==> config.mk <==
export PLATFORM = sky130hd
export DESIGN_NAME = pcie_send_dispatcher
export DESIGN_NICKNAME = d
export VERILOG_FILES = /design/src/rtl/pcie_send_dispatcher.sv
export SDC_FILE = /design/constraint.sdc
export NUM_CORES = 1
export LEC_CHECK = 0
export CAP_MARGIN = 20
export CORE_MARGIN = 2
export CORE_UTILIZATION = 50
export CTS_CLUSTER_SIZE = 25
export DETAILED_ROUTE_END_ITERATION = 12
export PLACE_DENSITY = 0.77
export SYNTH_ARGS = -nofsm -noshare
export SYNTH_HDL_FRONTEND = slang
export SYNTH_SLANG_ARGS = --single-unit
==> constraint.sdc <==
create_clock -name clk -period 2.6 [get_ports clk]
set_input_delay 0.52 -clock clk [delete_from_list [all_inputs] [get_ports clk]]
set_output_delay 0.52 -clock clk [all_outputs]
set_load 0.02 [all_outputs]
==> src/rtl/pcie_send_dispatcher.sv <==
// Queues PCIe send requests by RAM slot and dispatches them as DDR start addresses
// to two TSE MAC send channels, round-robin, with a per-channel hold-off after each command.
module pcie_send_dispatcher #(
   parameter int          FIFO_AW    = 3,
   parameter int          SLOT_SHIFT = 10,
   parameter logic [24:0] BASE_ADDR  = 25'h0000000,
   parameter int          HOLDOFF    = 64
) (
   input  logic              clk,
   input  logic              reset,
   input  logic              mac_inited,
   input  logic [5:0]        pcie_start_ram_addr,
   input  logic              pcie_signal,
   output logic [24:0]       send1_start_ram_addr,
   output logic              send1_cmd_send,
   output logic [24:0]       send2_start_ram_addr,
   output logic              send2_cmd_send,
   output logic [FIFO_AW:0]  fifo_level,
   output logic              overflow,
   output logic [15:0]       drop_count
);

   localparam int               DEPTH   = 1 << FIFO_AW;
   localparam logic [FIFO_AW:0] DEPTH_C = (FIFO_AW+1)'(DEPTH);

   typedef enum logic {S_IDLE, S_ISSUE} state_t;

   state_t             state_q, state_d;
   logic               sig_q;
   logic [5:0]         mem_q [DEPTH];
   logic [FIFO_AW-1:0] wr_ptr_q, rd_ptr_q;
   logic [FIFO_AW:0]   count_q, count_d;
   logic [15:0]        hold1_q, hold1_d, hold2_q, hold2_d;
   logic               rr_q, rr_d;           // 0 = channel 1 preferred, 1 = channel 2
   logic [24:0]        addr1_q, addr1_d, addr2_q, addr2_d;
   logic               cmd1_q, cmd1_d, cmd2_q, cmd2_d;
   logic               overflow_q;
   logic [15:0]        drop_cnt_q;

   logic               push, push_ok, pop, drop, use2, free1, free2;
   logic [24:0]        head_addr;

   // NOTE: every signal written here gets a default first, so no path leaves one
   // unassigned and no latch is inferred.
   always_comb begin
      push      = pcie_signal & ~sig_q;
      free1     = (hold1_q == 16'd0);
      free2     = (hold2_q == 16'd0);
      head_addr = BASE_ADDR + (25'(mem_q[rd_ptr_q]) << SLOT_SHIFT);
      pop       = 1'b0;
      use2      = 1'b0;
      state_d   = state_q;
      rr_d      = rr_q;
      cmd1_d    = 1'b0;
      cmd2_d    = 1'b0;
      addr1_d   = addr1_q;
      addr2_d   = addr2_q;
      hold1_d   = free1 ? hold1_q : hold1_q - 16'd1;
      hold2_d   = free2 ? hold2_q : hold2_q - 16'd1;

      case (state_q)
         S_IDLE: begin
            if ((count_q != '0) && mac_inited && (free1 || free2)) begin
               pop     = 1'b1;
               use2    = rr_q ? free2 : ~free1;
               rr_d    = ~use2;
               state_d = S_ISSUE;
               if (use2) begin
                  cmd2_d  = 1'b1;
                  addr2_d = head_addr;
                  hold2_d = 16'(HOLDOFF);
               end else begin
                  cmd1_d  = 1'b1;
                  addr1_d = head_addr;
                  hold1_d = 16'(HOLDOFF);
               end
            end
         end
         S_ISSUE: state_d = S_IDLE;
         default: state_d = S_IDLE;
      endcase

      // A full queue still takes a request when the head leaves in the same cycle.
      push_ok = push & ((count_q != DEPTH_C) | pop);
      drop    = push & ~push_ok;
      count_d = count_q + (FIFO_AW+1)'(push_ok) - (FIFO_AW+1)'(pop);
   end

   // NOTE: the queue storage has no reset; pointers and count define validity,
   // and leaving the array unreset lets it map onto plain RAM.
   always_ff @(posedge clk) begin
      if (push_ok) mem_q[wr_ptr_q] <= pcie_start_ram_addr;
   end

   // NOTE: state registers use non-blocking assignment so every register samples
   // the pre-edge values regardless of statement order.
   always_ff @(posedge clk) begin
      if (reset) begin
         state_q    <= S_IDLE;
         sig_q      <= 1'b0;
         wr_ptr_q   <= '0;
         rd_ptr_q   <= '0;
         count_q    <= '0;
         hold1_q    <= '0;
         hold2_q    <= '0;
         rr_q       <= 1'b0;
         addr1_q    <= '0;
         addr2_q    <= '0;
         cmd1_q     <= 1'b0;
         cmd2_q     <= 1'b0;
         overflow_q <= 1'b0;
         drop_cnt_q <= '0;
      end else begin
         state_q <= state_d;
         sig_q   <= pcie_signal;
         count_q <= count_d;
         hold1_q <= hold1_d;
         hold2_q <= hold2_d;
         rr_q    <= rr_d;
         addr1_q <= addr1_d;
         addr2_q <= addr2_d;
         cmd1_q  <= cmd1_d;
         cmd2_q  <= cmd2_d;
         if (push_ok) wr_ptr_q <= wr_ptr_q + FIFO_AW'(1);
         if (pop)     rd_ptr_q <= rd_ptr_q + FIFO_AW'(1);
         if (drop) begin
            overflow_q <= 1'b1;
            if (drop_cnt_q != 16'hFFFF) drop_cnt_q <= drop_cnt_q + 16'd1;
         end
      end
   end

   assign send1_start_ram_addr = addr1_q;
   assign send1_cmd_send       = cmd1_q;
   assign send2_start_ram_addr = addr2_q;
   assign send2_cmd_send       = cmd2_q;
   assign fifo_level           = count_q;
   assign overflow             = overflow_q;
   assign drop_count           = drop_cnt_q;

endmodule

==> results.yml, run 1 <==
run_status:
  status: "finished clean"
critical_path:
  arrival_ns: 2.85
  path_buf_inv: 1
  path_cells: "inv_1 -> ha_1 -> or3b_2 -> nor4_2 -> o2111ai_2 -> nor4b_2 -> mux2_2"
  start_kind: "flop"
  cp.required_ns: 2.90
  crit_type: "flop to flop"
  cpPeakStageDelay_ns: 0.49
  crit_path_end_kind: "flop"
  cp_top_family: "simple AND/OR/NAND/NOR gates"
  crit_path_max_fanout: 3
  slowest_stage: "or3b_2"
routing:
  wire_per_inst_um: 15.5
  drt_first_pass_iters: 4
  drcViolationCount: 0
  via_count: 4143
  viasPerCell: 5.41
  drtIter0Drc: 168
  routed_wirelength_um: 11900
  ant_nets: 0
yosys:
  synth-seq-area-share: 0.503
  ys_types: 66
  synthFlopType: "dfxtp_1"
  async_flop_share: 0
  yosys_warnings: 0
  netlist_area_um2: 6010
  synthCells: 533
  syn_avg_cell_area_um2: 11.3
  yosysTopAreaCellShare: 0.263
  synth_common_cells: "dfxtp_1, nor2_1, edfxtp_1, buf_4, inv_1"
  synthTopCellsByArea: "dfxtp_1, edfxtp_1, buf_4, mux4_2, nor2_1"
  synth.most_common_cell: "dfxtp_1"
  synth-edff-count: 48
  synth-seq-cells: 127
  yosysTopAreaCell: "dfxtp_1"
global_routing:
  grt_overflow_total: 0
  grt_pass1_vias: 3979
  grt_pass1_wl_um: 19400
  antenna_found_initial: 0
  grt_start_max_net_pins: 38
  gr-usage-all-layers: 0.190
power:
  leakagePower_nw: 2.63
  ir_drop_v: 0.000440
  power_density_nw_per_um2: 1080
  fin_total_pwr_mw: 7.83
clock_network:
  clock-root-buffer: "clkbuf_16"
  cts_tree: "built"
  htreeDepth: 4
  clock_latency_ns: 0.42
  clockBufferDepth: 2
  cts_buffers: 17
  clkSinkCount: 127
  path_clk_slew_ns: 0.06
  postCtsHoldBufs: 0
sta:
  maxSlewHeadroom: 0.451
  drv_slew: 0
  period_minus_slack_ns: 2.55
  finalHoldViolations: 0
  worst_pin_slew_ns: 0.818
  setup_viol: 0
  min_period_over_period: 0.980
  finalClockSkew_ns: 0.00568
  max_freq_mhz: 393
  tns_ns: 0
floorplanning:
  die_h_um: 114
  die-area_um2: 12900
  die_w_um: 114
  core-area_um2: 11900
  initial_core_util: 0.507
  rows: 40
  io_pins: 83
finish:
  area_delta_synth_final_pct: 20.4
  postLayoutCoreUtil: 0.610
  final_layout_size_suffix_gt1_frac: 0.202
  nFillCells: 920
  layout.nets: 627
  diodes: 0
  fin_cells: 766
place:
  gp_congestion: 0.845
  dp_cells: 732
  port_buffers: 44
  hpwl_um: 8070
worst_hold_path:
  holdCritPathClass: "flop to flop"
job:
  cap_violations: 0
## final timing paths
kind | startpoint | end | slack (ns) | depth (start not counted)
max | fifo_level[2] | drop_count[15] | 0.05 | 7
min | overflow | overflow | 0.48 | 1
max reg2reg | fifo_level[2] | drop_count[15] | 0.05 | 7
min reg2reg | overflow | overflow | 0.48 | 1
## final cells by class
cell class	count	area, um^2	share of cell area
clock buffer	20	437	0.0603
clock inverter	12	116	0.0161
inverter	19	71.3	0.00985
multi-input combinational	365	2730	0.378
sequential	127	3020	0.417
tap	147	184	0.0254
timing repair buffer	76	676	0.0933
## sequential cells by signal, indices dropped and copies added, names as in the netlist, named ones only
name / count
send2_start_ram_addr: 6
state_q: 1
send1_start_ram_addr: 6
send2_cmd_send: 1
wr_ptr_q: 3
hold2_q: 16
fifo_level: 4
sig_q: 1
mem_q: 48
drop_count: 16
hold1_q: 16
overflow: 1
rr_q: 1
rd_ptr_q: 3
send1_cmd_send: 1
## cells in the final DEF (no fill, tap or decap), drive strengths merged, types with 5 or more instances in the layout
cell	synthesis	routed
a21oi	9	9
a22o	6	6
buf	47	33
clkbuf	12	20
clkdlybuf4s50	0	43
clkinv	0	6
clkinvlp	0	5
conb	1	38
dfxtp	79	79
edfxtp	48	48
ha	10	10
inv	19	19
mux2	19	19
mux2i	9	9
mux4	12	12
nand2	13	13
nand2b	8	8
nand3	14	14
nand4	12	12
nor2	71	71
nor2b	18	18
nor3	14	14
nor4	17	17
nor4b	5	5
o21ai	5	5
o22ai	6	6
or4	9	9
xnor2	12	12
xor2	16	16
## metal layers
layer | global-route usage | share of wire | vias up | routed length [um]
met4 | 0.0732 | 0.020 | 0 | 233
li1 | - | - | 1999 | -
met2 | 0.315 | 0.50 | 101 | 5980
met3 | 0.0505 | 0.043 | 20 | 511
met1 | 0.240 | 0.43 | 2023 | 5160
met5 | 0 | 0 | - | 0
## cell families (layout without fill, tap and decap cells)
kind of cell,Yosys count,after routing,synth area share
adders and majority gates,11,11,0.0241
DFF,127,127,0.503
and+or+nand+nor,202,202,0.192
other,1,38,0.000624
xor gates and xnor gates,28,28,0.0408
AOI/OAI and AO/OA,46,46,0.0612
muxes,40,40,0.0986
buffers and inverters,78,127,0.0795
## power breakdown
part | internal [mW] | switching [mW]
Combinational | 1.39 | 1.55
Clock | 1.31 | 0.868
Sequential | 2.39 | 0.313
Total | 5.10 | 2.73
## stage by stage
| stage | hold slack (ns) | setup WS, ns | instance area (um^2) |
|---|---|---|---|
| final | 0.477 | 0.0527 | 7240 |
| after global routing | 0.506 | -0.0532 | 7240 |
| after CTS | 0.488 | 0.0287 | 7200 |
| after detailed placement | 0.468 | -0.0463 | 6640 |
| after global placement | 0.454 | 0.0180 | 6640 |
| after floorplan | 0.466 | -0.0392 | 6200 |
## repair_timing
item                                    in CTS  in global routing
setup buffers                                0                  2
pin swaps                                    0                  2
gates resized for setup                      1                  6
cloned                                       0                  0
endpoints found under the setup margin       1                  2
Note: power is estimated with default switching activity, not from simulation.
==> inputs of run 2 (changes only) <==
--- a/config.mk
+++ b/config.mk
@@ -10,6 +10,7 @@
 export CORE_UTILIZATION = 50
 export CTS_CLUSTER_SIZE = 25
 export DETAILED_ROUTE_END_ITERATION = 12
+export HOLD_SLACK_MARGIN = 0.12
 export PLACE_DENSITY = 0.77
 export SYNTH_ARGS = -nofsm -noshare
 export SYNTH_HDL_FRONTEND = slang
==> results of run 2 <==
The final DEF is identical to that of run 1; final timing and power are the same.
